**src/rtl/token_gate.sv**
```systemverilog
// token_gate: authenticates a 3-bit user token against the system token,
// runs the free-running 8-bit time base, issues the request/confirm grant
// pulses with a TimeData snapshot, and locks out after repeated failures.
module token_gate #(
  parameter int MAX_TRIES   = 3,
  parameter int LOCK_CYCLES = 16,
  parameter int TIMEOUT     = 32
) (
  input  logic       clock,
  input  logic       reset,
  input  logic [2:0] system_token,
  input  logic [2:0] user_token,
  input  logic       token_valid,
  input  logic       access_req,
  input  logic       time_tick,
  output logic       request,
  output logic       confirm,
  output logic [7:0] TimeData,
  output logic       busy,
  output logic       locked,
  output logic [1:0] fail_count
);

  // Counter widths sized so the terminal value (N-1) always fits.
  localparam int WW = (TIMEOUT > 1) ? $clog2(TIMEOUT) : 1;
  localparam int LW = (LOCK_CYCLES > 1) ? $clog2(LOCK_CYCLES) : 1;

  localparam logic [WW-1:0] WAIT_LAST = WW'(TIMEOUT - 1);
  localparam logic [LW-1:0] LOCK_LAST = LW'(LOCK_CYCLES - 1);
  localparam logic [1:0]    TRIES_MAX = 2'(MAX_TRIES);

  typedef enum logic [2:0] {
    S_IDLE    = 3'd0,
    S_WAIT    = 3'd1,
    S_REQ     = 3'd2,
    S_CONF    = 3'd3,
    S_LOCKOUT = 3'd4
  } state_t;

  state_t        state_q, state_d;
  logic [7:0]    tcnt_q, tcnt_d;
  logic [7:0]    time_data_q, time_data_d;
  logic [WW-1:0] wait_cnt_q, wait_cnt_d;
  logic [LW-1:0] lock_cnt_q, lock_cnt_d;
  logic [1:0]    fail_q, fail_d;
  logic          request_q, request_d;
  logic          confirm_q, confirm_d;
  logic          busy_q, busy_d;
  logic          locked_q, locked_d;
  logic          token_match_s;

  assign token_match_s = (user_token == system_token);

  // Next-state, counter and snapshot logic; outputs are decoded from the next state so they register with it.
  always_comb begin
    state_d     = state_q;
    tcnt_d      = tcnt_q + {7'd0, time_tick};
    time_data_d = time_data_q;
    wait_cnt_d  = wait_cnt_q;
    lock_cnt_d  = lock_cnt_q;
    fail_d      = fail_q;

    case (state_q)
      S_IDLE: begin
        if (access_req) begin
          state_d    = S_WAIT;
          wait_cnt_d = {WW{1'b0}};
        end else begin
          state_d = S_IDLE;
        end
      end
      S_WAIT: begin
        if (token_valid && token_match_s) begin
          state_d     = S_REQ;
          time_data_d = tcnt_q;
          fail_d      = 2'd0;
        end else if (token_valid) begin
          fail_d     = fail_q + 2'd1;
          wait_cnt_d = {WW{1'b0}};
          if ((fail_q + 2'd1) == TRIES_MAX) begin
            state_d    = S_LOCKOUT;
            lock_cnt_d = {LW{1'b0}};
          end else begin
            state_d = S_WAIT;
          end
        end else begin
          wait_cnt_d = wait_cnt_q + WW'(1);
          if (wait_cnt_q == WAIT_LAST) begin
            state_d = S_IDLE;
          end else begin
            state_d = S_WAIT;
          end
        end
      end
      S_REQ: begin
        state_d = S_CONF;
      end
      S_CONF: begin
        state_d = S_IDLE;
      end
      S_LOCKOUT: begin
        lock_cnt_d = lock_cnt_q + LW'(1);
        if (lock_cnt_q == LOCK_LAST) begin
          state_d = S_IDLE;
          fail_d  = 2'd0;
        end else begin
          state_d = S_LOCKOUT;
        end
      end
      default: begin
        state_d = S_IDLE;
      end
    endcase

    request_d = (state_d == S_REQ);
    confirm_d = (state_d == S_CONF);
    busy_d    = (state_d != S_IDLE);
    locked_d  = (state_d == S_LOCKOUT);
  end

  // State, counters, snapshot and output flops with synchronous active-low reset.
  always_ff @(posedge clock) begin
    if (!reset) begin
      state_q     <= S_IDLE;
      tcnt_q      <= 8'd0;
      time_data_q <= 8'd0;
      wait_cnt_q  <= {WW{1'b0}};
      lock_cnt_q  <= {LW{1'b0}};
      fail_q      <= 2'd0;
      request_q   <= 1'b0;
      confirm_q   <= 1'b0;
      busy_q      <= 1'b0;
      locked_q    <= 1'b0;
    end else begin
      state_q     <= state_d;
      tcnt_q      <= tcnt_d;
      time_data_q <= time_data_d;
      wait_cnt_q  <= wait_cnt_d;
      lock_cnt_q  <= lock_cnt_d;
      fail_q      <= fail_d;
      request_q   <= request_d;
      confirm_q   <= confirm_d;
      busy_q      <= busy_d;
      locked_q    <= locked_d;
    end
  end

  assign request    = request_q;
  assign confirm    = confirm_q;
  assign TimeData   = time_data_q;
  assign busy       = busy_q;
  assign locked     = locked_q;
  assign fail_count = fail_q;

endmodule
```
**config.mk**
```make
export PLATFORM = sky130hd
export DESIGN_NAME = token_gate
export DESIGN_NICKNAME = d
export VERILOG_FILES = /design/src/rtl/token_gate.sv
export SDC_FILE = /design/constraint.sdc
export NUM_CORES = 1
export LEC_CHECK = 0
export ABC_AREA = 1
export BUFFER_PORTS_ARGS = -buffer_cell sky130_fd_sc_hd__buf_4
export CORE_MARGIN = 1
export CORE_UTILIZATION = 59
export DETAILED_ROUTE_END_ITERATION = 8
export PLACE_DENSITY = 0.83
export SLEW_MARGIN = 20
export SYNTH_ARGS = -nofsm -noshare
export SYNTH_HDL_FRONTEND = slang
export SYNTH_SLANG_ARGS = --single-unit
export TNS_END_PERCENT = 20
```
**constraint.sdc**
```tcl
create_clock -name clock -period 3.8 [get_ports clock]
set_input_delay 0.38 -clock clock [delete_from_list [all_inputs] [get_ports clock]]
set_output_delay 0.38 -clock clock [all_outputs]
set_load 0.1 [all_outputs]
```
==> results.cfg, run 1 <==
[outcome]
status = completed

[yosys]
synthCells = 203
synth_warnings = 0
avgSynthCellArea_um2 = 7.45
synth-seq-cells = 34
yosysUniqueCellTypes = 24
netlist_area_um2 = 1510
syn-num-nets = 220
yosysSeqAreaShare_pct = 45.0

[routing]
wl_per_cell_um = 12.3
drt-met1-wl_um = 1430
firstDrtPassIters = 4
routed.top_layer = met4
wirelength_um = 3180
drt_iter0_markers = 21
wl_met2_um = 1510
wl_met3_um = 132
drtAntennaViolNets = 0
vias = 1351
drc = 0
viasPerCell = 5.24

[layout]
drive_gt1_share_pct = 19.6
layoutNonFillerInstCount = 258
syn_to_final_growth_pct = 17.9
final_common_cell = nand2_1
n_antenna_cell = 0
fillers = 185
nNetsFinal = 247
final_cell_mix = 46 x nand2_1, 34 x dfxtp_1, 28 x inv_1, 24 x buf_4, 22 x a21oi_1

[sta]
period_needed_ns = 1.58
slew_headroom_pct = 64.0
rsz0062_at_grt = false
max_slew.worst_pin.slew_ns = 0.540
fin_skew_ns = 0.00598
timing_max_transition_violations_final = 0
finalHoldViolCount = 0
max_freq_mhz = 635
setup_viol = 0
setup_tns_ns = 0
fin_crit_sh_pct = 41.5
fin_ws_ns = 2.22

[placed_design]
port_buffers = 24
dp.cells = 251
post-place-ws_ns = 2.17
gp_congestion = 0.765
dp.final_hpwl_um = 2330

[clock_network]
clock-root-buffer = clkbuf_4
hold_buffers = 0
htree_levels = 2
clock_latency_ns = 0.34
post_cts.repair.setup_buffers = 0
cts_resized = 0
cts_made_buffers = 5
cts.sinks = 34
cts_buffer_depth = 2
clk_pin_slew_worst_paths_ns = 0.10
tritoncts = yes

[critical_path]
cp.arrival_ns = 1.82
crit_path_end_kind = register
cp-start-kind = register
crit_required_ns = 4.04
worst-setup-path-type = reg2reg
reg2reg_slack_ns = 2.22
rr_worst_depth = 11
r2r_start = wait_cnt_q[0]$_SDFFE_PN0P_
crit_fanout = 4
r2r_end = busy$_SDFF_PN0_

[job]
cap_violations = 0

[global_route]
grt_usage_pct = 27.5
antenna_found_initial = 0
grt-ovfl-total = 0
grt_pass1_wl_um = 5300
grt_max_degree = 22
grt_pass1_vias = 1230

[hold_path]
hold_path.startpoint = time_tick
holdCritPathClass = in2reg
hold_path_depth = 4
hold_path_end = tcnt_q[0]$_SDFF_PN0_

[die]
die_h_um = 52.6
die_x_um = 52.6
die_area_um2 = 2770
num_rows = 17
core_um2 = 2320
start_util_pct = 65.2
boundaryPins = 25

[pwr]
p_per_area_nw_per_um2 = 434
irDropWorstVdd_mv = 0.357
p_total_uw = 774
power.leakage_nw = 0.851
cells by family (layout without fill, tap and decap cells):
kind of cell	Yosys count	in the layout	share of synthesized area, %
AOI/OAI and AO/OA	41	41	14.1
xor gates and xnor gates	2	2	1.16
adders and majority gates	6	6	4.96
buffers and inverters	35	62	9.35
DFF	34	34	45.0
and+or+nand+nor	85	85	25.4
layout make-up:
type | count | area (µm²) | share of cell area (%)
Inverter | 31 | 116 | 6.52
Clock buffer | 6 | 51.3 | 2.88
Multi-Input combinational cell | 134 | 691 | 38.7
Sequential cell | 34 | 681 | 38.1
Tap cell | 28 | 35.0 | 1.96
Timing Repair Buffer | 24 | 180 | 10.1
Clock inverter | 1 | 30.0 | 1.68
worst max path at each step:
| stage | depth (start not counted) | startpoint | endpoint | slack, ns |
|---|---|---|---|---|
| 6_report | 11 | wait_cnt_q[0]$_SDFFE_PN0P_ | busy$_SDFF_PN0_ | 2.22 |
| 5_1_grt | 11 | wait_cnt_q[0]$_SDFFE_PN0P_ | busy$_SDFF_PN0_ | 2.12 |
| 4_1_cts | 11 | wait_cnt_q[0]$_SDFFE_PN0P_ | busy$_SDFF_PN0_ | 2.25 |
| 3_5_place_dp | 8 | user_token[0] | wait_cnt_q[0]$_SDFFE_PN0P_ | 2.17 |
| 3_3_place_gp | 8 | user_token[1] | wait_cnt_q[4]$_SDFFE_PN0P_ | 2.28 |
| 2_1_floorplan | 6 | fail_count[1]$_SDFFE_PN0P_ | lock_cnt_q[1]$_SDFFE_PN0P_ | 1.98 |
layer usage:
layer  global-route usage (%)  up-vias
met5                        0        -
met4                     18.0        0
met3                     7.25       14
met2                     43.2       33
met1                     32.6      602
li1                         -      702
flip-flops by register name, summed over array words and instances (netlist names):
| register | flops |
|---|---|
| TimeData | 8 |
| confirm | 1 |
| tcnt_q | 8 |
| wait_cnt_q | 5 |
| busy | 1 |
| fail_count | 2 |
| request | 1 |
| locked | 1 |
| state_q | 3 |
| lock_cnt_q | 4 |
power by group:
group,switching [mW],internal [mW]
sequential,0.00811,0.368
clock,0.119,0.153
combinational,0.0922,0.0344
total,0.219,0.555
metrics by stage:
step,hold WS [ns],util (%),area (µm²)
5_1_grt,0.351,77.0,1780
2_1_floorplan,0.441,-,1510
6_report,0.338,77.0,1780
4_1_cts,0.337,77.0,1780
3_3_place_gp,0.435,73.4,1700
3_5_place_dp,0.440,73.4,1700
worst max-delay path: stages (launching register included):
cell and delay [ns]:
dfxtp_1 0.40, ha_1 0.18, nand2_1 0.08, nor2_1 0.11
ha_1 0.16, nand2_1 0.06, nand2_1 0.06, nor2_1 0.04
nand2_1 0.08, nand2_1 0.05, o21ai_0 0.17, nand2_1 0.08
synth_stat cells:
cell	number	area (µm²)
nor3_1	3	15.0
or2_0	1	6.26
nor2_2	2	12.5
nand3_2	2	20.0
a31oi_1	1	6.26
a21oi_2	2	17.5
xor2_1	2	17.5
inv_1	28	105
nor2_1	15	56.3
a21oi_1	22	110
buf_2	2	10.0
ha_1	6	75.1
nand2_1	46	173
nand4_1	2	12.5
and2_1	1	6.26
nand3_4	1	17.5
inv_2	3	11.3
o21ai_0	16	80.1
buf_6	1	11.3
nand3_1	8	40.0
or2_2	3	18.8
nand2_2	1	6.26
dfxtp_1	34	681
buf_1	1	3.75
No activity file was read; power rests on OpenSTA's default activity.
==> run 2, diff against run 1 <==
- CORE_UTILIZATION: 59 -> 54
- PLACE_DENSITY: 0.83 -> 0.77
- clock period: 3.8 -> 1.6 ns (I/O delays scaled with it)
==> run 2 against run 1 <==
  * Fmax up 8.4%
  * Clock power up 120%
  * Clock skew up 0.0033 ns
  * Die area up 8.9%
  * Utilization down 7.1 points
  * Critical path depth unchanged
  * Sequential share of layout area up 0.093 points
  * Global-route usage down 5.1 points
  * Non-clock buffer count up 1
  * Critical path type unchanged
  * Critical endpoint unchanged
==> results.cfg, run 2 (synthesis results as in run 1) <==
[critical_path]
r2r_end = busy$_SDFF_PN0_
r2r_start = wait_cnt_q[1]$_SDFFE_PN0P_
reg2reg_slack_ns = 0.15
cp.arrival_ns = 1.67
crit_fanout = 3
crit_path_end_kind = register
rr_worst_depth = 11
worst-setup-path-type = reg2reg
crit_required_ns = 1.82
startpoint = wait_cnt_q[1]$_SDFFE_PN0P_
cp-start-kind = register
cp-endpoint = busy$_SDFF_PN0_

[sta]
rsz0062_at_grt = false
finalHoldViolCount = 0
fin_ws_ns = 0.146
fin_crit_sh_pct = 90.9
setup_viol = 0
slew_headroom_pct = 65.1
max_freq_mhz = 688
timing_max_transition_violations_final = 0
fin_skew_ns = 0.00923
setup_tns_ns = 0
period_needed_ns = 1.45
holdWs_ns = 0.130
max_slew.worst_pin.slew_ns = 0.523

[global_route]
grt_max_degree = 19
grt_pass1_vias = 1159
grt-ovfl-total = 0
grt_usage_pct = 22.4
antenna_found_initial = 0
grt_pass1_wl_um = 4740

[clock_network]
clock_latency_ns = 0.32
clk_pin_slew_worst_paths_ns = 0.10
hold_buffers = 0
clock-root-buffer = clkbuf_4
cts_resized = 0
post_cts.repair.setup_buffers = 0
cts.sinks = 34
cts_made_buffers = 5
tritoncts = yes
htree_levels = 2
cts_buffer_depth = 2

[layout]
final_util_pct = 69.8
drive_gt1_share_pct = 21.1
final_common_cell = nand2_1
n_antenna_cell = 0
stdcell_area_um2 = 1790
syn_to_final_growth_pct = 18.5
final_cell_mix = 46 x nand2_1, 30 x dfxtp_1, 28 x inv_1, 25 x buf_4, 22 x a21oi_1
fillers = 219
nNetsFinal = 248

[outcome]
status = completed

[routing]
drtAntennaViolNets = 0
wirelength_um = 2900
firstDrtPassIters = 4
drt_iter0_markers = 31
viasPerCell = 5.18
drc = 0
wl_per_cell_um = 11.1
vias = 1356

[job]
cap_violations = 0

[pwr]
p_per_area_nw_per_um2 = 998
power.leakage_nw = 0.852
irDropWorstVdd_mv = 0.762

[die]
boundaryPins = 25
die_area_um2 = 3020
start_util_pct = 58.9
num_rows = 18
die_x_um = 54.9
die_h_um = 54.9
core_um2 = 2570

[placed_design]
gp_congestion = 0.797
dp.final_hpwl_um = 2110
dpl-instance-area_um2 = 1720
post-place-ws_ns = 0.151
port_buffers = 24

[hold_path]
holdCritPathClass = in2reg
hold_path.startpoint = time_tick
run 2: per-layer routing:
| layer | track usage, % | wire [µm] |
|---|---|---|
| met5 | 0 | 0 |
| met4 | 9.17 | 43 |
| met3 | 6.28 | 125 |
| met2 | 37.1 | 1420 |
| met1 | 27.1 | 1310 |
run 2: final cells by class:
cell class	instances	area, µm²	area share [%]
inverter	31	116	6.49
clock inverter	1	30.0	1.67
sequential	34	686	38.2
clock buffer	7	45.0	2.51
multi-input combinational	134	691	38.5
timing repair buffer	25	188	10.5
tap	30	37.5	2.09
run 2: worst max-delay path, cell delays in order (launching register included):
cell	delay (ns)
dfxtp_2	0.36
ha_1	0.17
nand2_1	0.07
nor2_1	0.10
ha_1	0.16
nand2_1	0.05
nand2_1	0.05
nor2_1	0.04
nand2_1	0.08
nand2_1	0.05
o21ai_0	0.15
nand2_1	0.08
run 2: report_power, final:
part           total, mW  internal [mW]  switching [mW]
Sequential         0.893          0.875          0.0184
Combinational      0.299         0.0825           0.216
Clock              0.597          0.332           0.265
run 2: how the worst min path moves through the flow:
stage / endpoint / slack [ns] / cells after the start
2_1_floorplan: TimeData[0]$_SDFFE_PN0P_ / 0.30 / 2
3_3_place_gp: TimeData[6]$_SDFFE_PN0P_ / 0.43 / 2
3_5_place_dp: TimeData[7]$_SDFFE_PN0P_ / 0.44 / 2
4_1_cts: tcnt_q[0]$_SDFF_PN0_ / 0.12 / 4
5_1_grt: tcnt_q[0]$_SDFF_PN0_ / 0.14 / 4
6_report: tcnt_q[0]$_SDFF_PN0_ / 0.13 / 4
run 2: per-stage QoR:
step	power (mW)	instances
floorplan	1.14	203
finish	1.79	262
global placement	1.20	254
CTS	1.80	262
global route	1.87	262
detailed placement	1.21	254
